--- config.mk ---
export PLATFORM = sky130hd
export DESIGN_NAME = fifo_wr_arbiter
export DESIGN_NICKNAME = d
export VERILOG_FILES = /design/src/rtl/fifo_arb_pkg.sv /design/src/rtl/rr_pick.sv /design/src/rtl/fifo_wr_arbiter.sv
export SDC_FILE = /design/constraint.sdc
export NUM_CORES = 1
export LEC_CHECK = 0
export CORE_MARGIN = 1
export CORE_UTILIZATION = 38
export CTS_CLUSTER_SIZE = 8
export DETAILED_ROUTE_END_ITERATION = 6
export PLACE_DENSITY = 0.8
export SYNTH_ARGS = -nofsm -noshare
export SYNTH_HDL_FRONTEND = slang
export SYNTH_SLANG_ARGS = --single-unit
--- constraint.sdc ---
create_clock -name wclk -period 2.6 [get_ports wclk]
set_input_delay 0.26 -clock wclk [delete_from_list [all_inputs] [get_ports wclk]]
set_output_delay 0.26 -clock wclk [all_outputs]
set_load 0.02 [all_outputs]
--- src/rtl/fifo_arb_pkg.sv ---
// Shared constants and helpers for the FIFO write-port arbiter.
package fifo_arb_pkg;

  localparam int unsigned MAX_NREQ = 16;
  localparam int unsigned IDX_MAXW = 4;

  // Arbiter FSM encoding
  localparam logic [0:0] ARB_IDLE  = 1'b0;
  localparam logic [0:0] ARB_BURST = 1'b1;

  // Width of a counter that must hold 0..burst
  function automatic int unsigned cnt_width(input int unsigned burst);
    return $clog2(burst + 1);
  endfunction

  // Width of an index into n requesters (at least one bit)
  function automatic int unsigned idx_width(input int unsigned n);
    return (n > 1) ? $clog2(n) : 1;
  endfunction

  // Index of the set bit in a one-hot vector (0 for an all-zero vector)
  function automatic logic [IDX_MAXW-1:0] onehot_to_idx(input logic [MAX_NREQ-1:0] oh);
    logic [IDX_MAXW-1:0] idx;
    idx = '0;
    for (int i = 0; i < MAX_NREQ; i++) begin
      if (oh[i]) idx = idx | IDX_MAXW'(i);
    end
    return idx;
  endfunction

endpackage

--- src/rtl/rr_pick.sv ---
// Combinational round-robin picker: first valid request at or after ptr_i.
module rr_pick
  import fifo_arb_pkg::*;
#(
  parameter  int unsigned NREQ = 4,
  localparam int unsigned IDXW = idx_width(NREQ)
) (
  input  logic [NREQ-1:0] req_i,
  input  logic [IDXW-1:0] ptr_i,
  output logic [NREQ-1:0] winner_o,
  output logic            any_valid_o
);

  logic            found;
  logic [IDXW-1:0] idx;

  // Walk ptr_i, ptr_i+1, ... (mod NREQ) and mark the first requester seen
  always_comb begin
    winner_o = '0;
    found    = 1'b0;
    idx      = '0;
    for (int unsigned k = 0; k < NREQ; k++) begin
      idx = IDXW'((32'(ptr_i) + k) % NREQ);
      if (!found && req_i[idx]) begin
        winner_o[idx] = 1'b1;
        found         = 1'b1;
      end
    end
  end

  assign any_valid_o = |req_i;

endmodule

--- src/rtl/fifo_wr_arbiter.sv ---
// Round-robin write-port arbiter for the async FIFO with packet/burst hold.
module fifo_wr_arbiter
  import fifo_arb_pkg::*;
#(
  parameter int unsigned NREQ  = 4,
  parameter int unsigned DSIZE = 8,
  parameter int unsigned BURST = 4
) (
  input  logic                  wclk,
  input  logic                  wrst_n,
  input  logic [NREQ-1:0]       req_valid,
  input  logic [NREQ*DSIZE-1:0] req_data,
  input  logic [NREQ-1:0]       req_last,
  output logic [NREQ-1:0]       req_ready,
  output logic                  winc,
  output logic [DSIZE-1:0]      wdata,
  input  logic                  wfull,
  output logic [NREQ-1:0]       grant,
  output logic                  busy
);

  localparam int unsigned CNTW = cnt_width(BURST);
  localparam int unsigned IDXW = idx_width(NREQ);

  logic [0:0]      state_q,  state_d;
  logic [NREQ-1:0] grant_q,  grant_d;
  logic [IDXW-1:0] rr_ptr_q, rr_ptr_d;
  logic [CNTW-1:0] cnt_q,    cnt_d;

  logic [NREQ-1:0] winner;
  logic            any_valid;
  logic [IDXW-1:0] owner_idx;
  logic [IDXW-1:0] rr_next;
  logic            owner_valid;
  logic            owner_last;
  logic            xfer_c;
  logic            rel_c;

  rr_pick #(
    .NREQ (NREQ)
  ) u_rr_pick (
    .req_i       (req_valid),
    .ptr_i       (rr_ptr_q),
    .winner_o    (winner),
    .any_valid_o (any_valid)
  );

  // Owner-side decode; grant_q is zero outside a burst so these gate themselves
  assign owner_idx   = IDXW'(onehot_to_idx(MAX_NREQ'(grant_q)));
  assign rr_next     = IDXW'((32'(owner_idx) + 32'd1) % NREQ);
  assign owner_valid = |(req_valid & grant_q);
  assign owner_last  = |(req_last & grant_q);
  assign xfer_c      = owner_valid & ~wfull;
  assign rel_c       = xfer_c & (owner_last | (cnt_q == CNTW'(BURST - 1)));

  // State, grant, pointer and burst counter registers
  always_ff @(posedge wclk or negedge wrst_n) begin
    if (!wrst_n) begin
      state_q  <= ARB_IDLE;
      grant_q  <= '0;
      rr_ptr_q <= '0;
      cnt_q    <= '0;
    end else begin
      state_q  <= state_d;
      grant_q  <= grant_d;
      rr_ptr_q <= rr_ptr_d;
      cnt_q    <= cnt_d;
    end
  end

  // Next-state: grant on any request, hold until last word or burst limit
  always_comb begin
    state_d  = state_q;
    grant_d  = grant_q;
    rr_ptr_d = rr_ptr_q;
    cnt_d    = cnt_q;
    case (state_q)
      ARB_IDLE: begin
        if (any_valid) begin
          grant_d = winner;
          cnt_d   = '0;
          state_d = ARB_BURST;
        end
      end
      ARB_BURST: begin
        if (xfer_c) cnt_d = cnt_q + CNTW'(1);
        if (rel_c) begin
          state_d  = ARB_IDLE;
          grant_d  = '0;
          rr_ptr_d = rr_next;
          cnt_d    = '0;
        end
      end
      default: begin
        state_d = ARB_IDLE;
        grant_d = '0;
        cnt_d   = '0;
      end
    endcase
  end

  // Write-data mux selected by the registered one-hot grant
  always_comb begin
    wdata = '0;
    for (int i = 0; i < NREQ; i++) begin
      if (grant_q[i]) wdata = wdata | req_data[i*DSIZE +: DSIZE];
    end
  end

  assign req_ready = grant_q & {NREQ{~wfull}};
  assign winc      = xfer_c;
  assign grant     = grant_q;
  assign busy      = (state_q == ARB_BURST);

endmodule
Word level (Yosys, flattened, before mapping). Cells that the tools add are included.

Muxes and demuxes: 40. Reduce and logical (&&, ||, !) cells: 16. $lt $le $gt $ge: 8. Eq/ne operators: 4. $add $sub $neg: 5. Bitwise operators: 14.

Operator list (count): 2-to-1 mux 8 bit (4); 2-to-1 mux 4 bit (6); OR 8 bit (3); 2-to-1 mux 1 bit (14); bitwise AND 4 bit (3); less-than comparator 2 x 3 -> 1 bit (second input constant) (4); OR 4 bit (3); OR reduction 4 bit (3); 2-to-1 mux 3 bit (3); binary-select mux 1 bit (select 2 bit) (4); demux 1 bit (select 2 bit) (4); >= comparator 2 x 1 -> 1 bit (second input constant) (4); one-hot mux 4 bit (2 select lines) (1); logical AND 1 bit (7); one-hot mux 3 bit (2 select lines) (1); AND reduction 2 bit (3); adder 2 x 1 -> 2 bit (second input constant) (2); adder 2 bit (second input constant) (2); 2-to-1 mux 2 bit (2); adder 3 x 1 -> 3 bit (second input constant) (1); equality test 3 x 2 -> 1 bit (second input constant) (1); zero test 1 bit (3); != test 3 x 1 -> 1 bit (second input constant) (1); bitwise AND 1 bit (2); 5 further kinds (6).

Register bits after elaboration: 10. Output and inout port bits: 18.

Longest topological paths before layout. Gate-level depths: netlist of run 1.

Depth in word-level cells: 14. Mapped depth: 8. Mapped depth without buffers: 7.

Modules after synthesis. From an unflattened synthesis of run 1, not the netlist that was laid out.

Cell total of the unflattened synthesis: 120. Area total of the unflattened synthesis: 1048.5 µm².

By module, submodules not included: fifo_wr_arbiter (area an instance 703.2 µm², seq. area each 250.2 µm², cells each 83, instances 1); rr_pick (area an instance 345.3 µm², seq. area each 0.0 µm², cells each 37, instances 1).

Worst setup path after synthesis of run 1. OpenSTA, ideal clock, no wires.

Path type: register to register. From: reg rr_ptr_q[0]. To: reg grant_q[0], in the netlist grant[0]. Required time: 2523 ps. Clock period less this slack: 2135 ps. Setup slack: 465 ps. Arrival: 2058 ps. Stages on the path, launching flop included: 8. Buffers on the path: 1. Path through: dfrtp_1 buf_2 inv_1 ha_1 or4b_1 a211oi_2 a32oi_1 o21ai_1.

Cells in the longest elaborated chain, start to end: 14. Elaborated cells on any way between the ends: 49. Those cells by class: add/sub (3); order compare (8); mux (25); bitwise (3); reduce/logical (10).

Ends and longest elaborated chain: start: declaration (line fifo_wr_arbiter.sv:27) `logic [IDXW-1:0] rr_ptr_q, rr_ptr_d;`; start signal: assignment (line fifo_wr_arbiter.sv:66) `rr_ptr_q <= rr_ptr_d;`; branches (longest 11 deep; another with less-than comparator 2 x 3 -> 1 bit); 2-to-1 mux 4 bit * (line rr_pick.sv:24) `if (!found && req_i[idx]) begin`; 2-to-1 mux 4 bit * (line fifo_wr_arbiter.sv:79) `if (any_valid) begin`; one-hot mux 4 bit (2 select lines) * (line fifo_wr_arbiter.sv:77) `case (state_q)`; end signal: assignment (line fifo_wr_arbiter.sv:65) `grant_q <= grant_d;`; end: declaration (line fifo_wr_arbiter.sv:26) `logic [NREQ-1:0] grant_q, grant_d;`.

Every way passes the cells marked *. The select of a mux whose other input is x is not followed. A chain may end at the register's enable or synchronous reset.

Worst setup path in the final report of run 1.
From: reg grant_q[1], in the netlist grant[1]. To: out winc.

Cells in the longest elaborated chain, start to end: 3.

Ends and longest elaborated chain: bitwise AND 4 bit (line fifo_wr_arbiter.sv:51) `assign owner_valid = |(req_valid & grant_q);`; OR reduction 4 bit (line fifo_wr_arbiter.sv:51); bitwise AND 1 bit (line fifo_wr_arbiter.sv:53) `assign xfer_c = owner_valid & ~wfull;`; end: declaration (line fifo_wr_arbiter.sv:15) `output logic winc,`.

Every way passes these cells.

==> out/summary.txt, run 1 <==
synthesized area = 1070 um^2
worst skew pair latency = 270 ps
CTS clk-pin slew, worst paths = 70 ps
total grt overflow = 0
CP endpoint kind = primary output
Die Span Y = 55.0 um
Worst Hold Slack = 287 ps
vias in the first global route = 1141
DR vias/cell = 5.82
FP Rows = 18
slew margin rel. = 63.9%
Final Skew = 10.5 ps
Ports = 61
gr usage total = 23.2%
Detailed Route Iter0 Violations = 33
VDD IR-drop max = 0.815 mV
Avg Cell Area, Syn = 8.20 um^2
n_diodes = 0
worst min path class = in -> async
Synth Instances = 130
Final Setup Violations = 0
Die W = 55.0 um
largest net degree at the start of global routing = 16
routability cong. = 0.935
TritonCTS clock tree = done
commonest cells after routing, fill and taps aside = clkdlybuf4s50_1, nand2_1, a22oi_1
Yosys warning count = 0
setup TNS = 0 ps
Pleak = 0.687 nW
finished layout cell area = 1740 um^2
pwr/cell area = 968 nW/um^2
final hold violation count = 0
most common cell after layout, fill and taps aside = clkdlybuf4s50_1
Nets = 244
hold buffers post-CTS = 0
CTS resizes = 0
wirelength, routed = 3.54 mm
area delta synth->final = 63.1%
fin crit share = 87.9%
Num CTS Buffers = 3
post-synth cell types = 31
drt first pass iters = 4
CTS Sinks = 10
layout cells sized above 1 = 6.81%
Post-route DRC = 0
CP Max Fanout = 15
Root Driver = clkbuf_4
Startpoint Class = flop
R2R Setup Slk = 340 ps
synthesized net count = 182
Worst Path Required = 2340 ps
H-tree levels = 1
CP Class = reg -> out
postcts setup bufs = 0
Slew Viols, Final = 0
initial antenna violation count = 0
Initial Util = 41.5%
Routed Antenna Nets = 0
I/O Buffers = 60
first-pass GRT wire length = 4.95 mm
DIE AREA = 3020 um^2
dpl hpwl = 2.69 mm
status = finished, final reports clean
clk buf depth = 2
sequential share of the synthesized area = 23.5%
synthesized flop and latch total = 10
number of fill cells = 222
WL/cell = 16.0 um
Max Fclk = 438 MHz
core area = 2570 um^2
Worst EP arrival = 2020 ps
Slew @ Worst Pin = 542 ps
area post-placement = 1700 um^2
Via Count = 1286
max-cap viol count = 0
unrepaired setup endpoints after global routing = false
minimum clock period = 2280 ps
==> synth_stat cells <==
library cell	n	area (um^2)
o211ai_1	4	30.0
nor2b_1	5	31.3
a211oi_2	1	12.5
a32oi_1	4	35.0
a22oi_1	18	135
o2bb2ai_1	4	35.0
nand2_1	19	71.3
nor3b_1	1	7.51
inv_1	5	18.8
clkbuf_1	5	18.8
o21ai_0	1	5.00
mux2i_1	4	40.0
mux2_2	1	11.3
or4b_1	1	10.0
a222oi_1	1	10.0
o21ai_1	7	35.0
o41ai_2	1	16.3
ha_1	9	113
o31ai_1	2	15.0
buf_2	1	5.00
a211oi_1	4	30.0
a21oi_1	1	5.00
nor2_1	11	41.3
mux4_2	1	22.5
nand4_1	1	6.26
mux2i_2	1	13.8
a21oi_2	1	8.76
nand3_1	4	20.0
clkinv_1	1	3.75
dfrtp_1	10	250
xnor2_1	1	8.76
==> flip-flops by register name, summed over array words and instances (netlist names) <==
name	count
busy	1
cnt_q	3
grant	4
rr_ptr_q	2
==> power breakdown <==
part	internal [W]	switching (W)	total [W]
Clock	0.0000849	0.0000511	0.000136
Sequential	0.000213	0.000118	0.000331
Combinational	0.000571	0.000646	0.00122
==> worst paths after layout <==
| path | from | cells after the start | end |
|---|---|---|---|
| setup / recovery | grant[1] | 3 | winc |
| hold / removal | wrst_n | 1 | busy |
| setup reg to reg | rr_ptr_q[1] | 7 | grant[0] |
| hold reg to reg | cnt_q[0] | 1 | cnt_q[0] |
| max in group asynchronous | wrst_n | 1 | rr_ptr_q[1] |
| min in group wclk | cnt_q[0] | 1 | cnt_q[0] |
==> logic make-up after synthesis <==
family	synth area share, %
compound gates	35.0
simple gates	17.6
flops	23.5
mux	8.22
buf+inv	4.34
fa+ha+maj	10.6
xor+xnor	0.822
==> cell type report <==
cell class                 count  area [um^2]  share of cell area [%]
clock buffer                   4         36.3                    2.09
multi-input combinational    108          769                    44.2
tap                           30         37.5                    2.16
inverter                       6         22.5                    1.29
timing repair buffer          63          623                    35.8
sequential                    10          250                    14.4
==> critical path: stages, from the launching register on <==
cell             delay [ps]
dfrtp_1                 690
a22oi_1                 170
a21oi_2                 260
clkdlybuf4s50_1         640
==> metal layers <==
metal | part of all wire (%) | vias up | track usage, %
li1 | - | 619 | -
met1 | 39 | 589 | 24.7
met3 | 12 | 8 | 5.74
met5 | 0 | - | 0
met4 | 1.2 | 0 | 10.4
met2 | 48 | 70 | 42.8
==> per-stage QoR <==
step                utilization (%)  cells  total power, W  setup WS [ps]
finish                         67.7    221         0.00168            315
global route                   67.7    221         0.00181            155
CTS                            67.7    221         0.00168            299
detailed placement             66.3    217         0.00154            390
global placement               66.3    217         0.00150            456
floorplan                         -    130         0.00106            465
No activity file was read; power rests on OpenSTA's default activity.
==> run 2, diff against run 1 <==
--- a/config.mk
+++ b/config.mk
@@ -5,11 +5,14 @@
 export SDC_FILE = /design/constraint.sdc
 export NUM_CORES = 1
 export LEC_CHECK = 0
+export CAP_MARGIN = 25
 export CORE_MARGIN = 1
 export CORE_UTILIZATION = 38
 export CTS_CLUSTER_SIZE = 8
 export DETAILED_ROUTE_END_ITERATION = 6
+export HOLD_SLACK_MARGIN = 0.08
 export PLACE_DENSITY = 0.8
+export SLEW_MARGIN = 20
 export SYNTH_ARGS = -nofsm -noshare
 export SYNTH_HDL_FRONTEND = slang
 export SYNTH_SLANG_ARGS = --single-unit
==> results of run 2 <==
Same layout as run 1: the final DEF is identical, and so are final timing and power.
